**config.mk**
```make
export PLATFORM = sky130hd
export DESIGN_NAME = regfile_wb_arbiter
export DESIGN_NICKNAME = d
export VERILOG_FILES = /design/src/rtl/regfile_wb_arbiter_pkg.sv /design/src/rtl/regfile_wb_arbiter_rr_arb2.sv /design/src/rtl/regfile_wb_arbiter.sv
export SDC_FILE = /design/constraint.sdc
export NUM_CORES = 1
export LEC_CHECK = 0
export BUFFER_PORTS_ARGS = -buffer_cell sky130_fd_sc_hd__buf_2
export CAP_MARGIN = 0
export CORE_MARGIN = 10
export CORE_UTILIZATION = 46
export CTS_BUF_LIST = sky130_fd_sc_hd__clkbuf_16
export DETAILED_ROUTE_END_ITERATION = 8
export PLACE_DENSITY = 0.81
export SETUP_SLACK_MARGIN = 0.3
export SLEW_MARGIN = 20
export SYNTH_ARGS = -nofsm -noshare
export SYNTH_HDL_FRONTEND = slang
export SYNTH_HIERARCHICAL = 1
export SYNTH_SLANG_ARGS = --single-unit
```
**constraint.sdc**
```tcl
create_clock -name clk -period 2.2 [get_ports clk]
set_input_delay 0.44 -clock clk [delete_from_list [all_inputs] [get_ports clk]]
set_output_delay 0.44 -clock clk [all_outputs]
set_load 0.03 [all_outputs]
```
**src/rtl/regfile_wb_arbiter_pkg.sv**
```systemverilog
// Shared constants and types for the register-file writeback arbiter.
package regfile_wb_arbiter_pkg;

  localparam int XLEN = 64;  // register data width
  localparam int AW   = 5;   // register address width
  localparam int CW   = 16;  // debug counter width

  localparam logic [AW-1:0] REG_ZERO = 5'd0;

  // Requester indices into the valid/grant vectors
  localparam int REQ_ALU = 0;
  localparam int REQ_MEM = 1;

  // Round-robin pointer: which requester wins when both are valid
  typedef enum logic {
    PRI0 = 1'b0,
    PRI1 = 1'b1
  } rr_state_e;

  // Increment that sticks at all-ones instead of wrapping
  function automatic logic [CW-1:0] sat_inc(input logic [CW-1:0] v);
    logic [CW-1:0] r;
    if (v == {CW{1'b1}}) begin
      r = v;
    end else begin
      r = v + {{(CW-1){1'b0}}, 1'b1};
    end
    return r;
  endfunction

endpackage

```
**src/rtl/regfile_wb_arbiter_rr_arb2.sv**
```systemverilog
// Two-way round-robin arbiter with a combinational grant and a registered
// priority pointer that moves away from whichever requester just won.
module rr_arb2
  import regfile_wb_arbiter_pkg::*;
(
  input  logic       clk,
  input  logic       rst_n,
  input  logic [1:0] valid_i,
  input  logic       en_i,
  output logic [1:0] grant_o
);

  rr_state_e ptr_q;
  rr_state_e ptr_d;

  // Pick the winner for this cycle from the valids and the current pointer
  always_comb begin
    grant_o = 2'b00;
    if (en_i) begin
      case (valid_i)
        2'b01:   grant_o = 2'b01;
        2'b10:   grant_o = 2'b10;
        2'b11:   grant_o = (ptr_q == PRI0) ? 2'b01 : 2'b10;
        default: grant_o = 2'b00;
      endcase
    end else begin
      grant_o = 2'b00;
    end
  end

  // Next pointer: favour the loser of a transfer, otherwise hold
  always_comb begin
    ptr_d = ptr_q;
    if (grant_o[REQ_ALU]) begin
      ptr_d = PRI1;
    end else if (grant_o[REQ_MEM]) begin
      ptr_d = PRI0;
    end else begin
      ptr_d = ptr_q;
    end
  end

  // Pointer register, requester 0 favoured out of reset
  always_ff @(posedge clk or negedge rst_n) begin
    if (!rst_n) begin
      ptr_q <= PRI0;
    end else begin
      ptr_q <= ptr_d;
    end
  end

endmodule

```
**src/rtl/regfile_wb_arbiter.sv**
```systemverilog
// Arbitrates the register-file write port between the ALU (req0) and the
// load path (req1). The winning write is registered and reaches the
// register file one cycle after acceptance; x0 writes are accepted but
// dropped. Saturating counters track drops and committed writes.
module regfile_wb_arbiter
  import regfile_wb_arbiter_pkg::*;
(
  input  logic            clk,
  input  logic            rst_n,
  input  logic            req0_valid,
  output logic            req0_ready,
  input  logic [AW-1:0]   req0_addr,
  input  logic [XLEN-1:0] req0_data,
  input  logic            req1_valid,
  output logic            req1_ready,
  input  logic [AW-1:0]   req1_addr,
  input  logic [XLEN-1:0] req1_data,
  input  logic            wb_stall,
  output logic            rf_wr_en,
  output logic [AW-1:0]   rf_wr_addr,
  output logic [XLEN-1:0] rf_wr_data,
  output logic [CW-1:0]   drop_cnt,
  output logic [CW-1:0]   commit_cnt
);

  logic [1:0]      valid_s;
  logic [1:0]      grant_s;
  logic            en_s;
  logic            xfer_s;
  logic [AW-1:0]   sel_addr_s;
  logic [XLEN-1:0] sel_data_s;

  logic            wr_en_q,   wr_en_d;
  logic [AW-1:0]   wr_addr_q, wr_addr_d;
  logic [XLEN-1:0] wr_data_q, wr_data_d;
  logic [CW-1:0]   drop_q,    drop_d;
  logic [CW-1:0]   commit_q,  commit_d;

  assign valid_s = {req1_valid, req0_valid};
  // Readies must read low while reset is held, so reset gates the arbiter
  assign en_s    = ~wb_stall & rst_n;

  rr_arb2 u_arb (
    .clk     (clk),
    .rst_n   (rst_n),
    .valid_i (valid_s),
    .en_i    (en_s),
    .grant_o (grant_s)
  );

  assign req0_ready = grant_s[REQ_ALU];
  assign req1_ready = grant_s[REQ_MEM];
  assign xfer_s     = |grant_s;

  // Route the granted requester's address and data
  always_comb begin
    if (grant_s[REQ_MEM]) begin
      sel_addr_s = req1_addr;
      sel_data_s = req1_data;
    end else begin
      sel_addr_s = req0_addr;
      sel_data_s = req0_data;
    end
  end

  // Next state of the write register and counters
  always_comb begin
    wr_en_d   = 1'b0;
    wr_addr_d = wr_addr_q;
    wr_data_d = wr_data_q;
    drop_d    = drop_q;
    commit_d  = commit_q;
    if (xfer_s) begin
      if (sel_addr_s == REG_ZERO) begin
        // x0 is hardwired zero: consume the request, leave addr/data alone
        wr_en_d = 1'b0;
        drop_d  = sat_inc(drop_q);
      end else begin
        wr_en_d   = 1'b1;
        wr_addr_d = sel_addr_s;
        wr_data_d = sel_data_s;
        commit_d  = sat_inc(commit_q);
      end
    end else begin
      wr_en_d = 1'b0;
    end
  end

  // Output register and counters; reset discards any pending write
  always_ff @(posedge clk or negedge rst_n) begin
    if (!rst_n) begin
      wr_en_q   <= 1'b0;
      wr_addr_q <= '0;
      wr_data_q <= '0;
      drop_q    <= '0;
      commit_q  <= '0;
    end else begin
      wr_en_q   <= wr_en_d;
      wr_addr_q <= wr_addr_d;
      wr_data_q <= wr_data_d;
      drop_q    <= drop_d;
      commit_q  <= commit_d;
    end
  end

  assign rf_wr_en   = wr_en_q;
  assign rf_wr_addr = wr_addr_q;
  assign rf_wr_data = wr_data_q;
  assign drop_cnt   = drop_q;
  assign commit_cnt = commit_q;

endmodule
```
==> impl_metrics.toml, run 1 <==
[status]
status = "finished, final reports clean"

[routing]
route.detailed.drc = 0
routed_wl_um = 18100
drt_iter0_drc = 409
vias = 4729
ant_nets = 0
wire_per_inst_um = 21.0
viasPerCell = 5.49
first_pass_iters = 4

[power_and_ir_drop]
seqPwrFrac_pct = 39.7
p_leak_uw = 0.00341
internal_power_uw = 3890
irDropWorstVdd_v = 0.000447
power_uw = 6460
clockPowerShare_pct = 23.4
switching_share_pct = 39.7
netSwitchingPower_uw = 2560
power_density_mw_per_mm2 = 884
power_frac_comb_pct = 36.9

[cts]
clkTransAtPathRegs_ps = 80
cts.path.max_buffers = 2
clkLatencyLatePin_ps = 340
root_buffer = "clkbuf_16"
cts_sinks = 103
cts_tree = "done"
htree_levels = 3
cts_hold_buf = 0
numCtsBuffers = 9

[cells_and_area]
design_area_mm2 = 0.00730
diodes = 0
final_cell_count_no_fill = 862
areaGrowthSynthToFinish_pct = 52.6
drive_gt1_share_pct = 50.7
final_core_util_pct = 71.4
layout.nets = 867
fillers = 741

[placement]
port-buffer-count = 246
dp_hpwl_um = 11500
post_dp_cell_area_mm2 = 0.00626
gp_congestion = 0.829
dp.cells = 823

[floorplanning]
die_h_um = 122
fp.dieArea_mm2 = 0.0149
die_w_um = 122
core_region_area_mm2 = 0.0102
pin_count = 247
core.rowCount = 37
start_util_pct = 46.8

[logic_synthesis]
synth-simple-area-share_pct = 14.0
synth.top_cells.by_count = "dfrtp_1 (103), nor2_1 (76), a21oi_1 (72), mux2i_1 (68), xnor2_1 (22)"
synth_edf_count = 0
ys_warn_count = 6
synth_top_family_by_area = "multiplexers"
netlist_instances = 455
yosysSeqAreaShare_pct = 53.9
yosysMostFrequentCell = "dfrtp_1"
synthXorXnorAreaFrac_pct = 4.94
synth_compound_area_share_pct = 8.34
post_synth_num_cell_types = 36
synth_top_area_share_pct = 53.9
synth_mux_area_share_pct = 15.5
synthTopCellsByArea = "dfrtp_1 (54%), mux2i_1 (14%), a21oi_1 (7.5%), nor2_1 (6.0%), xnor2_1 (4.0%)"
synth_area_mm2 = 0.00478
ys_ff_latch = 103
syn_avg_cell_area_um2 = 10.5
synthArstFlopShare_pct = 100
synthAdderAreaFrac_pct = 0.523
synth_top_cell_by_area = "dfrtp_1"
syn-num-nets = 600
synthFlopType = "dfrtp_1"

[sta]
setup-violations-final = 0
finClkSkew_ps = 9.01
slew_headroom_pct = 48.2
fin_crit_ps = 2000
setup_tns_ps = 0
final-max-slew-violation-count = 0
fmax_mhz = 500
hold_viol = 0
rsz0062_at_grt = "true"
post-route-period-util_pct = 91.0
worst_slew_pin_slew_ps = 777

[grt]
grt_pass1_vias = 4587
antenna_found_initial = 0
gr-usage-all-layers_pct = 19.4
grt_pass1_wl_um = 23400
grt_max_degree = 63
grt-ovfl-total = 0

[setup_path]
path_buf_inv = 2
endpoint_kind = "register"
cp.required_ps = 2420
cp_cell_sequence = "buf_2 > or4_4 > mux2_4 > nor3_4 > buf_12 > mux2_1"
critical_path_arrival_ps = 2220
reg2reg_slack_ps = 220
slowest_stage = "or4_4"
crit_fanout = 7
critPathTopFamily = "simple AND/OR/NAND/NOR gates"
path_class = "primary input to register"
crit_path_max_incr_delay_ps = 550
start_kind = "primary input"

[hold_path]
hold_class = "primary input to async pin"

[flow_run]
max_cap_viol_count = 0
logic make-up after synthesis:
| kind of cell | count (synthesis) |
|---|---|
| adders and majority gates | 2 |
| and+or+nand+nor | 142 |
| muxes | 73 |
| xor gates and xnor gates | 27 |
| DFF | 103 |
| buffers and inverters | 30 |
| AOI/OAI and AO/OA | 78 |
worst paths after layout:
kind,startpoint,to,cells after the start
min in group clk,req0_data[34],rf_wr_data[34]$_DFFE_PN0P_,3
hold / removal,rst_n,commit_cnt[5]$_DFFE_PN0P_,2
setup / recovery,req0_addr[2],drop_cnt[1]$_DFFE_PN0P_,6
setup reg to reg,u_arb/ptr_q$_DFFE_PN0P_,drop_cnt[1]$_DFFE_PN0P_,7
max in group asynchronous,rst_n,drop_cnt[0]$_DFFE_PN0P_,3
hold reg to reg,drop_cnt[7]$_DFFE_PN0P_,drop_cnt[7]$_DFFE_PN0P_,1
repair_timing:
action / CTS / global route
pin swaps: 0 / 17
cloned: 2 / 14
resized for setup: 6 / 86
setup buffers: 5 / 3
setup endpoints to repair: 57 / 92
cell usage in the layout, fill, tap and decap left out, drive strengths merged, types with 4 or more instances in the layout:
cell    count
buf       273
dfrtp     103
nor2       76
a21oi      73
mux2i      68
xnor2      22
nand4      20
clkbuf     18
nand2      12
nand3      10
and3        8
inv         6
xor2        5
mux2        5
nor3        4
sequential cells by signal, summed over array words and instances, names as in the netlist:
name and flops:
rf_wr_data 64, commit_cnt 16, drop_cnt 16, rf_wr_addr 5
rf_wr_en 1, u_arb/ptr_q 1
per-stage QoR:
stage                     hold slack (ps)  setup WS, ps
after floorplan                       144          96.4
after global placement                483         -1.57
after detailed placement              489          -101
after CTS                             206           275
after global routing                  222           138
final                                 191           199
layout make-up:
class	count	area, um^2	share of cell area [%]
sequential	103	2580	35.3
timing repair buffer	282	1870	25.6
inverter	4	27.5	0.377
clock inverter	6	43.8	0.600
clock buffer	9	225	3.08
tap	136	170	2.33
multi-input combinational	322	2390	32.7
power by group through the flow:
stage	combinational, uW	sequential (uW)	clock (uW)
global placement	2040	2520	0
detailed placement	2090	2550	0
finish	2380	2570	1510
CTS	2140	2510	1510
floorplan	563	3300	0
global route	2530	2620	1600
routing by layer:
metal	vias up	part of all wire [%]	track usage, %
met5	-	0	0
met4	0	1.5	4.47
met3	29	7.5	6.06
met2	211	53	34.9
met1	2349	38	21.9
li1	2140	-	-
No activity file was read; power rests on OpenSTA's default activity.
==> inputs of run 2 (changes only) <==
--- a/config.mk
+++ b/config.mk
@@ -12,7 +12,7 @@
 export CTS_BUF_LIST = sky130_fd_sc_hd__clkbuf_16
 export DETAILED_ROUTE_END_ITERATION = 8
 export PLACE_DENSITY = 0.81
-export SETUP_SLACK_MARGIN = 0.3
+export SETUP_SLACK_MARGIN = 0.02
 export SLEW_MARGIN = 20
 export SYNTH_ARGS = -nofsm -noshare
 export SYNTH_HDL_FRONTEND = slang
==> constraint.sdc (replaced) <==
create_clock -name clk -period 2.3 [get_ports clk]
set_input_delay 0.46 -clock clk [delete_from_list [all_inputs] [get_ports clk]]
set_output_delay 0.46 -clock clk [all_outputs]
set_load 0.03 [all_outputs]
==> run 2 against run 1 <==
  * First-iteration DRC count down 36%
  * Clock power down 7%
  * Critical path depth down 1
  * Sequential share of layout area up 4.2 points
  * Critical path type is now register to primary output
  * Combinational power down 18%
  * Global-route usage down 1.0 points
  * Highest routed layer unchanged
  * Sequential power down 7%
  * Utilization down 7.7 points
  * Non-clock buffer count down 21
==> impl_metrics.toml, run 2 (synthesized netlist as in run 1, its figures left out) <==
[status]
status = "finished, final reports clean"

[cells_and_area]
seq_area_mm2 = 0.00258
layout_commonest_cell = "buf_2"
areaGrowthSynthToFinish_pct = 36.3
diodes = 0
drive_gt1_share_pct = 39.9
fillers = 831
largest_register_ffs = 64
design_area_mm2 = 0.00652
final_cell_mix = "buf_2 (244), dfrtp_1 (103), nor2_1 (76)"
multi_input_comb_area_mm2 = 0.00209
layout.nets = 846

[routing]
wire_per_inst_um = 17.1
routed_wl_um = 14400
first_pass_iters = 5
ant_nets = 0
vias = 4305
route.detailed.drc = 0
viasPerCell = 5.11
drt_iter0_drc = 263

[grt]
grt_pass1_vias = 4431
antenna_found_initial = 0
grt-ovfl-total = 0
grt_pass1_wl_um = 22100
gr-usage-all-layers_pct = 18.4
grt_max_degree = 75

[floorplanning]
start_util_pct = 46.8
die_h_um = 122
die_w_um = 122
core_region_area_mm2 = 0.0102
fp.dieArea_mm2 = 0.0149
pin_count = 247
core.rowCount = 37

[sta]
setup_tns_ps = 0
worst_slew_pin_slew_ps = 745
slew_headroom_pct = 50.3
rsz0062_at_grt = "false"
fin_crit_ps = 2180
post-route-period-util_pct = 94.8
timing.hold.ws_ps = 206
hold_viol = 0
fmax_mhz = 459
final-max-slew-violation-count = 0
setup-violations-final = 0
finClkSkew_ps = 5.67

[placement]
gp_congestion = 0.845
dp_hpwl_um = 11500
post_dp_cell_area_mm2 = 0.00623
port-buffer-count = 246

[power_and_ir_drop]
p_leak_uw = 0.00309
power_density_mw_per_mm2 = 882
irDropWorstVdd_v = 0.000522

[setup_path]
critPathTopFamily = "buffers and inverters"
crit_cells = 5
endpoint_kind = "primary output"
cp_cell_sequence = "inv_1 > a21oi_4 > buf_4 > buf_16 > clkbuf_4"
start_kind = "register"
reg2reg_slack_ps = 320
path_class = "register to primary output"
slowest_stage = "dfrtp_1"
cp.required_ps = 1840
crit_fanout = 33
timing.rr.end = "rf_wr_data[7]$_DFFE_PN0P_"
critical_path_arrival_ps = 1720
path_buf_inv = 4
crit_path_max_incr_delay_ps = 370
reg2reg_from = "u_arb/ptr_q$_DFFE_PN0P_"
r2r_cells = 8

[cts]
cts_sinks = 103
cts_hold_buf = 0
htree_levels = 3
root_buffer = "clkbuf_16"
cts.path.max_buffers = 2
numCtsBuffers = 9
clkLatencyLatePin_ps = 330
cts_tree = "done"
clkTransAtPathRegs_ps = 70

[hold_path]
hold_class = "primary input to async pin"

[flow_run]
max_cap_viol_count = 0
run 2: worst reg2reg max path: stages, from the launching register on:
cell and delay [ps]:
dfrtp_1 370, inv_1 100, a21oi_4 240, nor3_1 80, or3_1 440, inv_4 150, buf_12 280, nor2_1 100
a21oi_1 130
run 2: worst max-delay path by stage:
stage	start	to
final	u_arb/ptr_q$_DFFE_PN0P_	req1_ready
after global routing	u_arb/ptr_q$_DFFE_PN0P_	req1_ready
after CTS	rst_n	req1_ready
after detailed placement	req1_addr[2]	drop_cnt[12]$_DFFE_PN0P_
after global placement	req0_addr[2]	drop_cnt[13]$_DFFE_PN0P_
after floorplan	rst_n	drop_cnt[10]$_DFFE_PN0P_
run 2: repair_timing:
item	in CTS	in global routing
endpoints found under the hold margin	0	0
endpoints found under the setup margin	0	1
gates resized for setup	0	3
buffers inserted	0	0
run 2: final cells by class:
cell class / instances / area share, %
Tap cell: 136 / 2.61
Inverter: 4 / 0.269
Clock buffer: 9 / 3.45
Multi-Input combinational cell: 322 / 32.0
Clock inverter: 7 / 0.748
Timing Repair Buffer: 261 / 21.4
Sequential cell: 103 / 39.5
run 2: power by group:
group	internal, uW	leakage, uW	switching (uW)
Sequential	2180	0.00121	220
Combinational	617	0.00175	1340
Clock	736	0.000131	666
run 2: metal layers:
metal	up-vias	GRT usage [%]	part of all wire, %
li1	2096	-	-
met1	2015	20.6	38
met2	180	32.3	52
met3	14	6.94	9.6
met4	0	4.32	1.0
met5	-	0	0
run 2: stage by stage:
step	cells	setup slack, ps	util (%)	total power, uW
after floorplan	455	36.0	-	3660
after detailed placement	826	-40.1	60.9	4410
after global routing	842	47.6	63.7	6080
after global placement	826	11.9	60.9	4350
after CTS	842	98.0	63.6	5830
final	842	120	63.7	5750
